`src/rtl/flght_seq.sv`:
```
// Flight sequencer: spin-up, supervised inertial calibration, thrust ramp, then pilot thrust.
// Latency: every output is registered and updates on the clock edge after the input that causes it.
// Backpressure: none; motors_off aborts to IDLE at once and vld paces the ramp.
module flght_seq #(
  parameter logic [19:0] SPIN_CYC  = 20'd1000000,
  parameter logic [23:0] CAL_TMO   = 24'd5000000,
  parameter logic [8:0]  RAMP_STEP = 9'd4
) (
  input  logic       clk,
  input  logic       rst,
  input  logic       cal_req,
  input  logic       motors_off,
  input  logic       cal_done,
  input  logic       vld,
  input  logic [8:0] thrst_cmd,
  output logic       inertial_cal,
  output logic       strt_cal,
  output logic [8:0] thrst,
  output logic       motors_en,
  output logic       seq_busy,
  output logic       cal_err
);

  typedef enum logic [2:0] {
    IDLE = 3'd0,
    SPIN = 3'd1,
    CAL  = 3'd2,
    RAMP = 3'd3,
    FLY  = 3'd4
  } state_t;

  // Terminal counts; the counter stops at these and never runs past them.
  localparam logic [23:0] SPIN_LAST = {4'd0, SPIN_CYC} - 24'd1;
  localparam logic [23:0] CAL_LAST  = CAL_TMO - 24'd1;

  state_t      state;
  logic [23:0] cnt;
  logic [9:0]  ramp_sum;

  // One bit of headroom so the ramp never wraps past 511.
  assign ramp_sum = {1'b0, thrst} + {1'b0, RAMP_STEP};

  // Sequencer state, cycle counter and all registered outputs.
  always_ff @(posedge clk) begin
    if (rst) begin
      state        <= IDLE;
      cnt          <= '0;
      inertial_cal <= 1'b0;
      strt_cal     <= 1'b0;
      thrst        <= '0;
      motors_en    <= 1'b0;
      seq_busy     <= 1'b0;
      cal_err      <= 1'b0;
    end else begin
      strt_cal <= 1'b0;
      if (motors_off) begin
        // Abort from anywhere; cal_err is left as is so a timeout stays visible.
        state        <= IDLE;
        cnt          <= '0;
        thrst        <= '0;
        motors_en    <= 1'b0;
        inertial_cal <= 1'b0;
        seq_busy     <= 1'b0;
      end else begin
        case (state)
          IDLE: begin
            motors_en    <= 1'b0;
            inertial_cal <= 1'b0;
            thrst        <= '0;
            seq_busy     <= 1'b0;
            if (cal_req) begin
              state        <= SPIN;
              cnt          <= '0;
              cal_err      <= 1'b0;
              motors_en    <= 1'b1;
              inertial_cal <= 1'b1;
              seq_busy     <= 1'b1;
            end
          end
          SPIN: begin
            // cal_done is meaningless before calibration has been requested.
            if (cnt == SPIN_LAST) begin
              state    <= CAL;
              cnt      <= '0;
              strt_cal <= 1'b1;
            end else begin
              cnt <= cnt + 24'd1;
            end
          end
          CAL: begin
            // A completion arriving on the timeout cycle still counts as success.
            if (cal_done) begin
              state        <= RAMP;
              cnt          <= '0;
              inertial_cal <= 1'b0;
            end else if (cnt == CAL_LAST) begin
              state        <= IDLE;
              cnt          <= '0;
              cal_err      <= 1'b1;
              motors_en    <= 1'b0;
              inertial_cal <= 1'b0;
              seq_busy     <= 1'b0;
            end else begin
              cnt <= cnt + 24'd1;
            end
          end
          RAMP: begin
            // Step toward the slider on each reading; a slider below the current
            // thrust is also caught here and resolves in a single step down.
            if (vld) begin
              if (ramp_sum >= {1'b0, thrst_cmd}) begin
                thrst    <= thrst_cmd;
                state    <= FLY;
                seq_busy <= 1'b0;
              end else begin
                thrst <= ramp_sum[8:0];
              end
            end
          end
          FLY: begin
            if (cal_req) begin
              state        <= SPIN;
              cnt          <= '0;
              thrst        <= '0;
              inertial_cal <= 1'b1;
              seq_busy     <= 1'b1;
            end else begin
              thrst <= thrst_cmd;
            end
          end
          default: begin
            state <= IDLE;
            cnt   <= '0;
          end
        endcase
      end
    end
  end

endmodule

```
`config.mk`:
```
export PLATFORM = sky130hd
export DESIGN_NAME = flght_seq
export DESIGN_NICKNAME = d
export VERILOG_FILES = /design/src/rtl/flght_seq.sv
export SDC_FILE = /design/constraint.sdc
export NUM_CORES = 1
export LEC_CHECK = 0
export CAP_MARGIN = 20
export CORE_MARGIN = 1
export CORE_UTILIZATION = 60
export DETAILED_ROUTE_END_ITERATION = 12
export PLACE_DENSITY = 0.83
export SLEW_MARGIN = 5
export SYNTH_ARGS = -nofsm -noshare
export SYNTH_HDL_FRONTEND = slang
export SYNTH_SLANG_ARGS = --single-unit
```
`constraint.sdc`:
```
create_clock -name clk -period 6 [get_ports clk]
set_clock_uncertainty 0.15 [all_clocks]
set_input_delay 1.8 -clock clk [delete_from_list [all_inputs] [get_ports clk]]
set_output_delay 1.8 -clock clk [all_outputs]
set_load 0.1 [all_outputs]
```
==> out/metrics.csv <==
stage,metric,value,unit
worst_setup_path,depth of the most critical reg-to-reg path,10,
power,Clock Power Share,0.361,
worst_setup_path,Worst path max stage delay,1.19,ns
worst_setup_path,slowest CP cell,clkdlybuf4s50_1,
sta,post-route minimum period,3.93,ns
grt,vias in the first global route,1955,
yosys,register area share after synthesis,0.345,
finish,"most common cell after layout, fill and taps aside",dfxtp_1,
job,max_cap viols,0,
cts,deepest clock path buffer count,2,
sta,Fmax,0.254,GHz
yosys,syn nets,313,
worst_hold_path,Hold WC Path Type,reg2reg,
finish,final core occ,0.726,
place,HPWL after detailed placement,3.80,mm
sta,final setup slack of the worst path,2.07,ns
floorplan,I/O pin total,29,
worst_setup_path,critical path startpoint,thrst[2]$_SDFFE_PP0P_,
cts,clk_lat worst skew,0.30,ns
yosys,Post-synth EDFFs,0,
floorplan,Die H,65.0,um
drt,Post-Route WL,5.15,mm
worst_setup_path,reg2reg end,thrst[1]$_SDFFE_PP0P_,
finish,most frequent cells in the layout,"dfxtp_1 (41), nor2_1 (36), nand2_1 (28), clkdlybuf4s50_1 (28), a21oi_1 (21)",
power,Pwr Density,188,nW/um2
finish,final net count,339,
floorplan,Initial Util,0.636,
place,Port Buf Inserts,28,
sta,setup TNS,0,ns
grt,global-route wire length before repair,8.78,mm
yosys,async set or reset register ratio after synthesis,0,
sta,worst hold margin,0.330,ns
worst_setup_path,Worst Path Buf+Inv,1,
power,Comb power frac,0.097,
sta,Max-Slew Margin vs Limit,0.321,
power,switching pwr,136,uW
drt,DR DRC count,0,
worst_hold_path,HP Start,thrst[0]$_SDFFE_PP0P_,
floorplan,core area,3740,um2
cts,CTS tree,done,
cts,root buf cell,clkbuf_8,
yosys,synth top area cells,"dfxtp_1 (34%), xor2_1 (5.9%), ha_1 (5.8%)",
sta,Max Slew Vio Count,0,
drt,1st-pass router iterations,4,
place,dpl cells,354,
worst_setup_path,path length in cells of the critical path,1,
sta,RSZ-0062 raised after global routing,no,
yosys,Post-Syn Area,2380,um2
worst_setup_path,CP Capture Type,output port,
sta,Tcrit/Tclk final,0.655,
grt,gr usage total,0.271,
finish,Layout Area Growth over Synthesis,14.1,%
place,gp weighted congestion,0.922,
worst_setup_path,startpoint class of the critical path,flop,
yosys,"flops & latches, synth",41,
floorplan,Total Die Area,4220,um2
power,sw frac,0.267,
cts,H-tree depth,2,
yosys,post-synth top area share,0.345,
power,Reg power frac,0.542,
power,VDD IR max,0.199,mV
worst_setup_path,kind of critical path,reg2out,
worst_setup_path,"Cell Chain, Critical Path",clkdlybuf4s50_1,
sta,worst-margin pin slew,1.02,ns
yosys,Synth warnings,0,
power,Leakage,1.02,nW
grt,initial antenna violation count,0,
worst_setup_path,Worst R2R Setup Slack,3.05,ns
cts,post_cts resized,0,
floorplan,FP Rows,22,
place,pre-CTS setup slack,1.80,ns
sta,final setup fails,0,
yosys,Cells after Synth,287,
cts,TritonCTS buffer count,5,
finish,diodes inserted,0,
grt,grt total ovfl,0,
worst_setup_path,worst path required time,4.05,ns
sta,endpoints failing hold,0,
place,placed cell areas,2630,um2
grt,largest net degree at the start of global routing,25,
finish,Finished Cell Area,2720,um2
yosys,syn_area_per_cell,8.29,um2
yosys,post-synth cell types,47,
cts,hold_buf cts,0,
worst_setup_path,reg2reg start,thrst[2]$_SDFFE_PP0P_,
floorplan,die width,65.0,um
yosys,post-synth top area cell,dfxtp_1,
drt,WL/cell,14.2,um
worst_setup_path,crit-path leading delay family,buffers and inverters,
worst_setup_path,Setup crit end,thrst[2],
finish,Finished Layout Cells,362,
cts,post-CTS setup buffers,0,
drt,starting DRC count in detailed routing,199,
worst_setup_path,CP Max Fanout,8,
cts,CTS Sinks,41,
run_status,status,completed,
yosys,"Top FF cell, synth",dfxtp_1,
drt,"antenna viol nets, final",0,
power,internal power,374,uW
power,Design Power,509,uW
finish,share of layout cells above drive strength 1,0.0669,
worst_setup_path,crit path DAT,1.98,ns
drt,via count of the routed design,2100,
drt,Vias/cell,5.80,
cts,"Clk pin slew, worst setup/hold paths",0.08,ns
layout make-up:
class                   count  area (um2)
multi-input cells         225        1420
fillers                   327        1030
flip-flops and latches     41         821
repair buffers             28         280
clock buffers               5        68.8
well taps                  48        60.1
inverters                  12        45.0
clock inverters             3        17.5
sequential cells by signal, indices dropped and copies added, names as in the netlist:
name          flops
cal_err           1
cnt              24
seq_busy          1
thrst             9
state             3
inertial_cal      1
strt_cal          1
motors_en         1
worst min path at each step:
stage,to,depth (start not counted)
2_1_floorplan,cnt[1]$_SDFFE_PP0P_,2
3_3_place_gp,thrst[0]$_SDFFE_PP0P_,2
3_5_place_dp,inertial_cal$_SDFFE_PP0P_,2
4_1_cts,inertial_cal$_SDFFE_PP0P_,2
5_1_grt,thrst[0]$_SDFFE_PP0P_,2
6_report,thrst[0]$_SDFFE_PP0P_,2
worst register-to-register path, delay by kind of cell, from the launching register on:
kind / cells / cell delay (ns)
AOI/OAI and AO/OA: 3 / 0.72
and+or+nand+nor: 4 / 0.71
adders and majority gates: 2 / 0.55
DFF: 1 / 0.49
xor gates and xnor gates: 1 / 0.23
Yosys cell counts (2+ instances only):
cell type,number
nor2_1,36
buf_6,4
a21o_1,2
and2_1,4
o22ai_1,2
clkbuf_8,2
and3_1,11
o31ai_1,2
nand4_1,5
or2_2,4
xor2_1,16
a21oi_1,21
inv_1,12
a32oi_1,6
xnor2_1,12
nor4_1,3
nand3_1,15
nand2b_1,3
nand2_1,28
and4_1,4
ha_1,11
nor3_1,5
and3_2,2
dfxtp_1,41
o21ai_0,9
clkbuf_1,2
a211oi_1,3
a31oi_1,3
power groups by stage:
| stage | Clock, mW | Sequential, mW | Combinational (mW) |
|---|---|---|---|
| 2_1_floorplan | 0 | 0.288 | 0.0277 |
| 3_3_place_gp | 0 | 0.283 | 0.0477 |
| 3_5_place_dp | 0 | 0.283 | 0.0486 |
| 4_1_cts | 0.185 | 0.276 | 0.0492 |
| 5_1_grt | 0.195 | 0.277 | 0.0534 |
| 6_report | 0.184 | 0.276 | 0.0493 |
per-layer routing:
layer / track usage / routed length, um
met1: 0.366 / 2480
met5: 0 / 0
met3: 0.0616 / 244
met4: 0.131 / 112
met2: 0.405 / 2310
cell families after synthesis:
| kind of cell | count (synthesis) | synth area share |
|---|---|---|
| simple gates | 128 | 0.277 |
| fa+ha+maj | 11 | 0.0578 |
| compound gates | 58 | 0.160 |
| xor+xnor | 28 | 0.103 |
| buf+inv | 21 | 0.0568 |
| flops | 41 | 0.345 |
(Power assumes the default switching activity.)
